`src/rtl/wb_master_pkg.sv`:
```
// wb_master_pkg: engine FSM states and response status codes for wb_master_engine.
package wb_master_pkg;

    typedef enum logic [1:0] {
        S_IDLE    = 2'd0,
        S_BUS     = 2'd1,
        S_BACKOFF = 2'd2,
        S_RESP    = 2'd3
    } state_t;

    typedef enum logic [1:0] {
        ST_OK      = 2'd0,
        ST_ERR     = 2'd1,
        ST_RTY_EXH = 2'd2,
        ST_TIMEOUT = 2'd3
    } status_t;

    localparam logic [1:0] STATUS_OK       = 2'd0;
    localparam logic [1:0] STATUS_ERR      = 2'd1;
    localparam logic [1:0] STATUS_RTY_EXH  = 2'd2;
    localparam logic [1:0] STATUS_TIMEOUT  = 2'd3;

endpackage

```
`src/rtl/wb_master_engine.sv`:
```
// wb_master_engine: single-command Wishbone master with retry handling and a response channel.
// Optional bus-phase watchdog is compiled in with WB_MASTER_TIMEOUT_EN.
module wb_master_engine
    import wb_master_pkg::*;
#(
    parameter int unsigned ADDR_W    = 32,
    parameter int unsigned DATA_W    = 32,
    parameter int unsigned TAG_W     = 16,
    parameter int unsigned MAX_RETRY = 4,
    parameter int unsigned TIMEOUT   = 256,
    localparam int unsigned SEL_W    = DATA_W / 8
) (
    input  logic              clk,
    input  logic              rst,
    input  logic              cmd_valid,
    output logic              cmd_ready,
    input  logic              cmd_we,
    input  logic              cmd_lock,
    input  logic [ADDR_W-1:0] cmd_addr,
    input  logic [DATA_W-1:0] cmd_data,
    input  logic [SEL_W-1:0]  cmd_sel,
    input  logic [TAG_W-1:0]  cmd_tga,
    input  logic [TAG_W-1:0]  cmd_tgd,
    output logic              rsp_valid,
    input  logic              rsp_ready,
    output logic [DATA_W-1:0] rsp_data,
    output logic [TAG_W-1:0]  rsp_tgd,
    output logic [1:0]        rsp_status,
    output logic [ADDR_W-1:0] ADR_O,
    output logic [DATA_W-1:0] DAT_O,
    output logic [SEL_W-1:0]  SEL_O,
    output logic [TAG_W-1:0]  TGA_O,
    output logic [TAG_W-1:0]  TGD_O,
    output logic              WE_O,
    output logic              CYC_O,
    output logic              STB_O,
    output logic              LOCK_O,
    input  logic [DATA_W-1:0] DAT_I,
    input  logic [TAG_W-1:0]  TGD_I,
    input  logic              ACK_I,
    input  logic              ERR_I,
    input  logic              RTY_I
);

    localparam int unsigned RW = $clog2(MAX_RETRY + 2);

    state_t            state_q, state_d;
    logic              we_q, we_d, lock_q, lock_d;
    logic [ADDR_W-1:0] adr_q, adr_d;
    logic [DATA_W-1:0] dat_q, dat_d;
    logic [SEL_W-1:0]  sel_q, sel_d;
    logic [TAG_W-1:0]  tga_q, tga_d, tgd_q, tgd_d;
    logic [RW-1:0]     retry_q, retry_d, retry_nx;
    logic [DATA_W-1:0] rsp_data_q, rsp_data_d;
    logic [TAG_W-1:0]  rsp_tgd_q, rsp_tgd_d;
    logic [1:0]        rsp_status_q, rsp_status_d;
    logic              bus, backoff;

`ifdef WB_MASTER_TIMEOUT_EN
    localparam int unsigned TW = $clog2(TIMEOUT + 1);
    logic [TW-1:0] tmo_q, tmo_d;
`endif

    assign bus        = state_q == S_BUS;
    assign backoff    = state_q == S_BACKOFF;
    assign cmd_ready  = state_q == S_IDLE;
    assign rsp_valid  = state_q == S_RESP;
    assign rsp_data   = rsp_data_q;
    assign rsp_tgd    = rsp_tgd_q;
    assign rsp_status = rsp_status_q;
    assign ADR_O      = bus ? adr_q : '0;
    assign DAT_O      = bus ? dat_q : '0;
    assign SEL_O      = bus ? sel_q : '0;
    assign TGA_O      = bus ? tga_q : '0;
    assign TGD_O      = bus ? tgd_q : '0;
    assign WE_O       = bus & we_q;
    assign STB_O      = bus;
    // A locked command keeps the cycle (and the lock) through the retry gap.
    assign CYC_O      = bus | (backoff & lock_q);
    assign LOCK_O     = lock_q & (bus | backoff);
    assign retry_nx   = retry_q + RW'(1);

    always_comb begin
        state_d      = state_q;
        we_d         = we_q;
        lock_d       = lock_q;
        adr_d        = adr_q;
        dat_d        = dat_q;
        sel_d        = sel_q;
        tga_d        = tga_q;
        tgd_d        = tgd_q;
        retry_d      = retry_q;
        rsp_data_d   = rsp_data_q;
        rsp_tgd_d    = rsp_tgd_q;
        rsp_status_d = rsp_status_q;
`ifdef WB_MASTER_TIMEOUT_EN
        tmo_d        = tmo_q;
`endif
        case (state_q)
            S_IDLE: begin
                if (cmd_valid) begin
                    state_d = S_BUS;
                    we_d    = cmd_we;
                    lock_d  = cmd_lock;
                    adr_d   = cmd_addr;
                    dat_d   = cmd_data;
                    sel_d   = cmd_sel;
                    tga_d   = cmd_tga;
                    tgd_d   = cmd_tgd;
                    retry_d = '0;
`ifdef WB_MASTER_TIMEOUT_EN
                    tmo_d   = '0;
`endif
                end
            end
            S_BUS: begin
                if (ERR_I) begin
                    state_d      = S_RESP;
                    rsp_status_d = STATUS_ERR;
                    rsp_data_d   = '0;
                    rsp_tgd_d    = '0;
                end else if (RTY_I) begin
                    retry_d = retry_nx;
                    if (32'(retry_nx) >= MAX_RETRY) begin
                        state_d      = S_RESP;
                        rsp_status_d = STATUS_RTY_EXH;
                        rsp_data_d   = '0;
                        rsp_tgd_d    = '0;
                    end else begin
                        state_d = S_BACKOFF;
                    end
                end else if (ACK_I) begin
                    state_d      = S_RESP;
                    rsp_status_d = STATUS_OK;
                    rsp_data_d   = we_q ? '0 : DAT_I;
                    rsp_tgd_d    = we_q ? '0 : TGD_I;
                end
`ifdef WB_MASTER_TIMEOUT_EN
                else if (tmo_q == TW'(TIMEOUT - 1)) begin
                    state_d      = S_RESP;
                    rsp_status_d = STATUS_TIMEOUT;
                    rsp_data_d   = '0;
                    rsp_tgd_d    = '0;
                end else begin
                    tmo_d = tmo_q + TW'(1);
                end
`endif
            end
            S_BACKOFF: begin
                state_d = S_BUS;
`ifdef WB_MASTER_TIMEOUT_EN
                tmo_d   = '0;
`endif
            end
            S_RESP: begin
                if (rsp_ready) begin
                    state_d = S_IDLE;
                    retry_d = '0;
                end
            end
            default: state_d = S_IDLE;
        endcase
    end

    always_ff @(posedge clk) begin
        if (rst) begin
            state_q      <= S_IDLE;
            we_q         <= 1'b0;
            lock_q       <= 1'b0;
            adr_q        <= '0;
            dat_q        <= '0;
            sel_q        <= '0;
            tga_q        <= '0;
            tgd_q        <= '0;
            retry_q      <= '0;
            rsp_data_q   <= '0;
            rsp_tgd_q    <= '0;
            rsp_status_q <= '0;
`ifdef WB_MASTER_TIMEOUT_EN
            tmo_q        <= '0;
`endif
        end else begin
            state_q      <= state_d;
            we_q         <= we_d;
            lock_q       <= lock_d;
            adr_q        <= adr_d;
            dat_q        <= dat_d;
            sel_q        <= sel_d;
            tga_q        <= tga_d;
            tgd_q        <= tgd_d;
            retry_q      <= retry_d;
            rsp_data_q   <= rsp_data_d;
            rsp_tgd_q    <= rsp_tgd_d;
            rsp_status_q <= rsp_status_d;
`ifdef WB_MASTER_TIMEOUT_EN
            tmo_q        <= tmo_d;
`endif
        end
    end

endmodule

```
`config.mk`:
```
export PLATFORM = sky130hd
export DESIGN_NAME = wb_master_engine
export DESIGN_NICKNAME = d
export VERILOG_FILES = /design/src/rtl/wb_master_pkg.sv /design/src/rtl/wb_master_engine.sv
export SDC_FILE = /design/constraint.sdc
export NUM_CORES = 1
export LEC_CHECK = 0
export ABC_AREA = 0
export CAP_MARGIN = 0
export CORE_MARGIN = 2
export CORE_UTILIZATION = 42
export CTS_CLUSTER_SIZE = 28
export DETAILED_ROUTE_END_ITERATION = 8
export GPL_ROUTABILITY_DRIVEN = 0
export PLACE_DENSITY = 0.81
export SYNTH_ARGS = -nofsm -noshare
export SYNTH_HDL_FRONTEND = slang
export SYNTH_SLANG_ARGS = --single-unit
```
`constraint.sdc`:
```
create_clock -name clk -period 2.1 [get_ports clk]
set_input_delay 0.21 -clock clk [delete_from_list [all_inputs] [get_ports clk]]
set_output_delay 0.21 -clock clk [all_outputs]
set_load 0.05 [all_outputs]
```
==> reports/results.tsv <==
stage	metric	value	unit
layout	fill cell count	1146	
critical_path	Max Fanout on Critical Path	42	
power_and_ir_drop	Max VDD drop	0.5161	mV
critical_path	startpoint types	flop	
critical_path	RR Startpoint	state_q[0]	
clock_tree	H-tree depth	4	
die	Die Width	132.3	microns
critical_path	worst path required time	1.89	ns
grt	largest net degree at the start of global routing	77	
logic_synthesis	top_reg_cell synth	dfxtp_1	
timing	PnR worst setup slack	0.1084	ns
layout	nets	1271	
die	core area	16000	sq um
timing	max_slew headroom	61.04	%
layout	final non-filler cell total	1336	
critical_path	CP Class	flop to output port	
layout	fin area	11840	sq um
detailed_routing	Remaining DRCs	0	
min_path	hold path start	rst	
power_and_ir_drop	leakage power	4.379	nW
detailed_routing	Routed WL	21160	microns
logic_synthesis	sequential fraction of the synthesis area	45.48	%
grt	initial antenna violation count	0	
detailed_routing	Pre-Repair DR Iteration Count	8	
logic_synthesis	Distinct cells, synth	36	
timing	RSZ-0062 raised after global routing	no	
logic_synthesis	syn_nets	991	
grt	vias in the first global route	6287	
timing	hold slack	0.2313	ns
outcome	status	completed	
flow_run	max-capacitance violation count	0	
logic_synthesis	synth warn	0	
layout	synth-to-layout area growth	71.30	%
power_and_ir_drop	PnR Total Power	8.343	mW
placement	cell count after placement	1301	
layout	Inserted Diodes	0	
placement	worst slack, placed	0.1473	ns
detailed_routing	Vias/cell	4.868	
logic_synthesis	syn_area_per_cell	8.356	sq um
min_path	worst min path class	primary input to flop	
timing	Peak Freq	502.1	MHz
clock_tree	CTS buffer count	17	
clock_tree	CTS clk-pin slew, worst paths	0.07	ns
logic_synthesis	Syn Inst Count	827	
critical_path	kind of end point of the critical path	output port	
timing	worst-margin pin slew	0.5843	ns
detailed_routing	initial DRC count	291	
placement	Buffers on Ports	312	
min_path	hold path endpoint	rsp_data[4]	
placement	hpwl dp	14870	microns
logic_synthesis	EDFF count, synth	0	
grt	GRT Residual Overflow	0	
detailed_routing	drt wl/cell	15.84	microns
timing	min Tclk post-route	1.992	ns
critical_path	WP data arrival	1.78	ns
die	DIE HEIGHT	132.3	microns
timing	Final setup viols	0	
critical_path	worst reg-to-reg path cell count	6	
die	Core Rows	46	
min_path	Cells on Worst Hold Path	3	
layout	fin util	73.98	%
logic_synthesis	number of synthesized register bits	157	
timing	Slew Limit Fails	0	
timing	Fin. Hold Viols	0	
layout	register area	3143	sq um
timing	Final period util	94.84	%
die	Top Ports	313	
clock_tree	worst skew pair latency	0.41	ns
clock_tree	clk root buf	clkbuf_16	
power_and_ir_drop	Power Density	704.7	nW/um^2
grt	first-pass GRT wire length	33370	microns
critical_path	R2R setup slack	0.15	ns
die	Die ar.	17500	sq um
detailed_routing	DR vias	6503	
logic_synthesis	synthesized area	6910	sq um
die	initial core utilization	43.19	%
layout	area of the multi-input gates	3438	sq um
logic_synthesis	Post-synth ARST share	0	%
grt	GRT Util Overall	23.78	%
detailed_routing	final antenna-violating net count	0	
timing	clk_skew	0.01032	ns
placement	Placed Area	11230	sq um
clock_tree	CTS sink cnt	157	
clock_tree	CTS tree	built	
clock_tree	Post-CTS Hold Buffers	0	
clock_tree	Max Buffers Root-to-Sink	2	
timing	TNS Setup	0	ns
critical_path	FF-to-FF End	retry_q[2]	
layout	layout cells sized above 1	21.70	%
sequential cells by signal, summed over array words and instances, names as in the netlist:
name / flops
adr_q: 32
dat_q: 32
lock_q: 1
retry_q: 3
rsp_data: 32
rsp_status: 2
rsp_tgd: 16
sel_q: 4
state_q: 2
tga_q: 16
tgd_q: 16
we_q: 1
cells in the mapped netlist (all sizes together), types with 2 or more instances:
cell type	n	area share [%]
a21oi	106	7.8
and2	103	9.3
buf	37	3.2
clkbuf	31	1.7
dfxtp	157	45
ha	7	1.3
inv	3	0.16
mux2i	3	0.43
nand2	207	11
nand2b	49	4.4
nand3	48	6.4
nand3b	2	0.22
nor2	7	0.38
nor2b	5	0.49
nor3	2	0.14
nor4	2	0.40
o21ai	49	5.7
cell families after synthesis:
| family | share of synthesized area (%) |
|---|---|
| simple gates | 33.13 |
| fa+ha+maj | 1.267 |
| mux | 0.4346 |
| buf+inv | 5.088 |
| xor+xnor | 0.1268 |
| compound gates | 14.47 |
| flops | 45.48 |
layer usage:
layer  GRT usage [%]  vias to the layer above  routed length [microns]
met4           8.602                        0                      469
met2           40.39                      215                    10540
met3           7.766                       28                     1522
met5               0                        -                        0
li1                -                     3249                        -
met1           28.13                     3011                     8637
worst max-delay path by stage:
stage | start | slack, ns | cells after the start | endpoint
floorplan | state_q[1] | 0.03 | 6 | DAT_O[10]
finish | state_q[1] | 0.11 | 5 | ADR_O[15]
global route | state_q[1] | 0.02 | 5 | ADR_O[15]
CTS | state_q[1] | 0.02 | 5 | ADR_O[15]
global placement | RTY_I | 0.20 | 6 | rsp_tgd[13]
detailed placement | ERR_I | 0.15 | 6 | rsp_data[3]
timing repair:
| item | CTS | global route |
|---|---|---|
| endpoints found under the setup margin | 86 | 25 |
| cloned | 1 | 0 |
| hold endpoints to repair | 0 | 0 |
| setup buffers | 0 | 2 |
| resized for setup | 2 | 1 |
placed cells by master (no fill, tap or decap), types with 2 or more instances in the layout:
master | netlist | routed
o21ai_0 | 7 | 7
nor2b_1 | 4 | 4
nand3b_1 | 2 | 2
o21ai_2 | 40 | 40
nand3_1 | 8 | 8
and2_1 | 103 | 102
clkinv_2 | 0 | 2
ha_1 | 7 | 6
nand2_1 | 207 | 206
buf_4 | 3 | 8
clkinvlp_4 | 0 | 4
a21oi_1 | 105 | 105
nand3_2 | 40 | 40
clkbuf_8 | 0 | 2
dfxtp_1 | 157 | 157
buf_12 | 0 | 113
nor3_1 | 2 | 2
inv_6 | 0 | 4
inv_1 | 3 | 3
clkbuf_16 | 0 | 17
clkinv_4 | 0 | 2
mux2i_1 | 3 | 3
nor2_1 | 7 | 7
clkdlybuf4s50_1 | 0 | 205
o21ai_1 | 2 | 2
nand2b_1 | 49 | 49
worst max-delay path: stages, from the launching register on:
cell and delay, ns:
dfxtp_1 0.35, inv_1 0.15, ha_4 0.24, buf_12 0.21, and2_1 0.24, buf_12 0.16
power by group:
part	internal, mW	total [mW]	switching, mW
clock network	1.60	2.90	1.31
logic	0.964	2.19	1.22
registers	3.16	3.25	0.0884
layout make-up:
class	count	share of cell area (%)
Timing Repair Buffer	329	37.32
Clock buffer	19	3.826
Tap cell	216	2.283
Multi-Input combinational cell	599	29.05
Inverter	3	0.09513
Sequential cell	157	26.55
Clock inverter	13	0.8773
No activity file was read; power rests on OpenSTA's default activity.
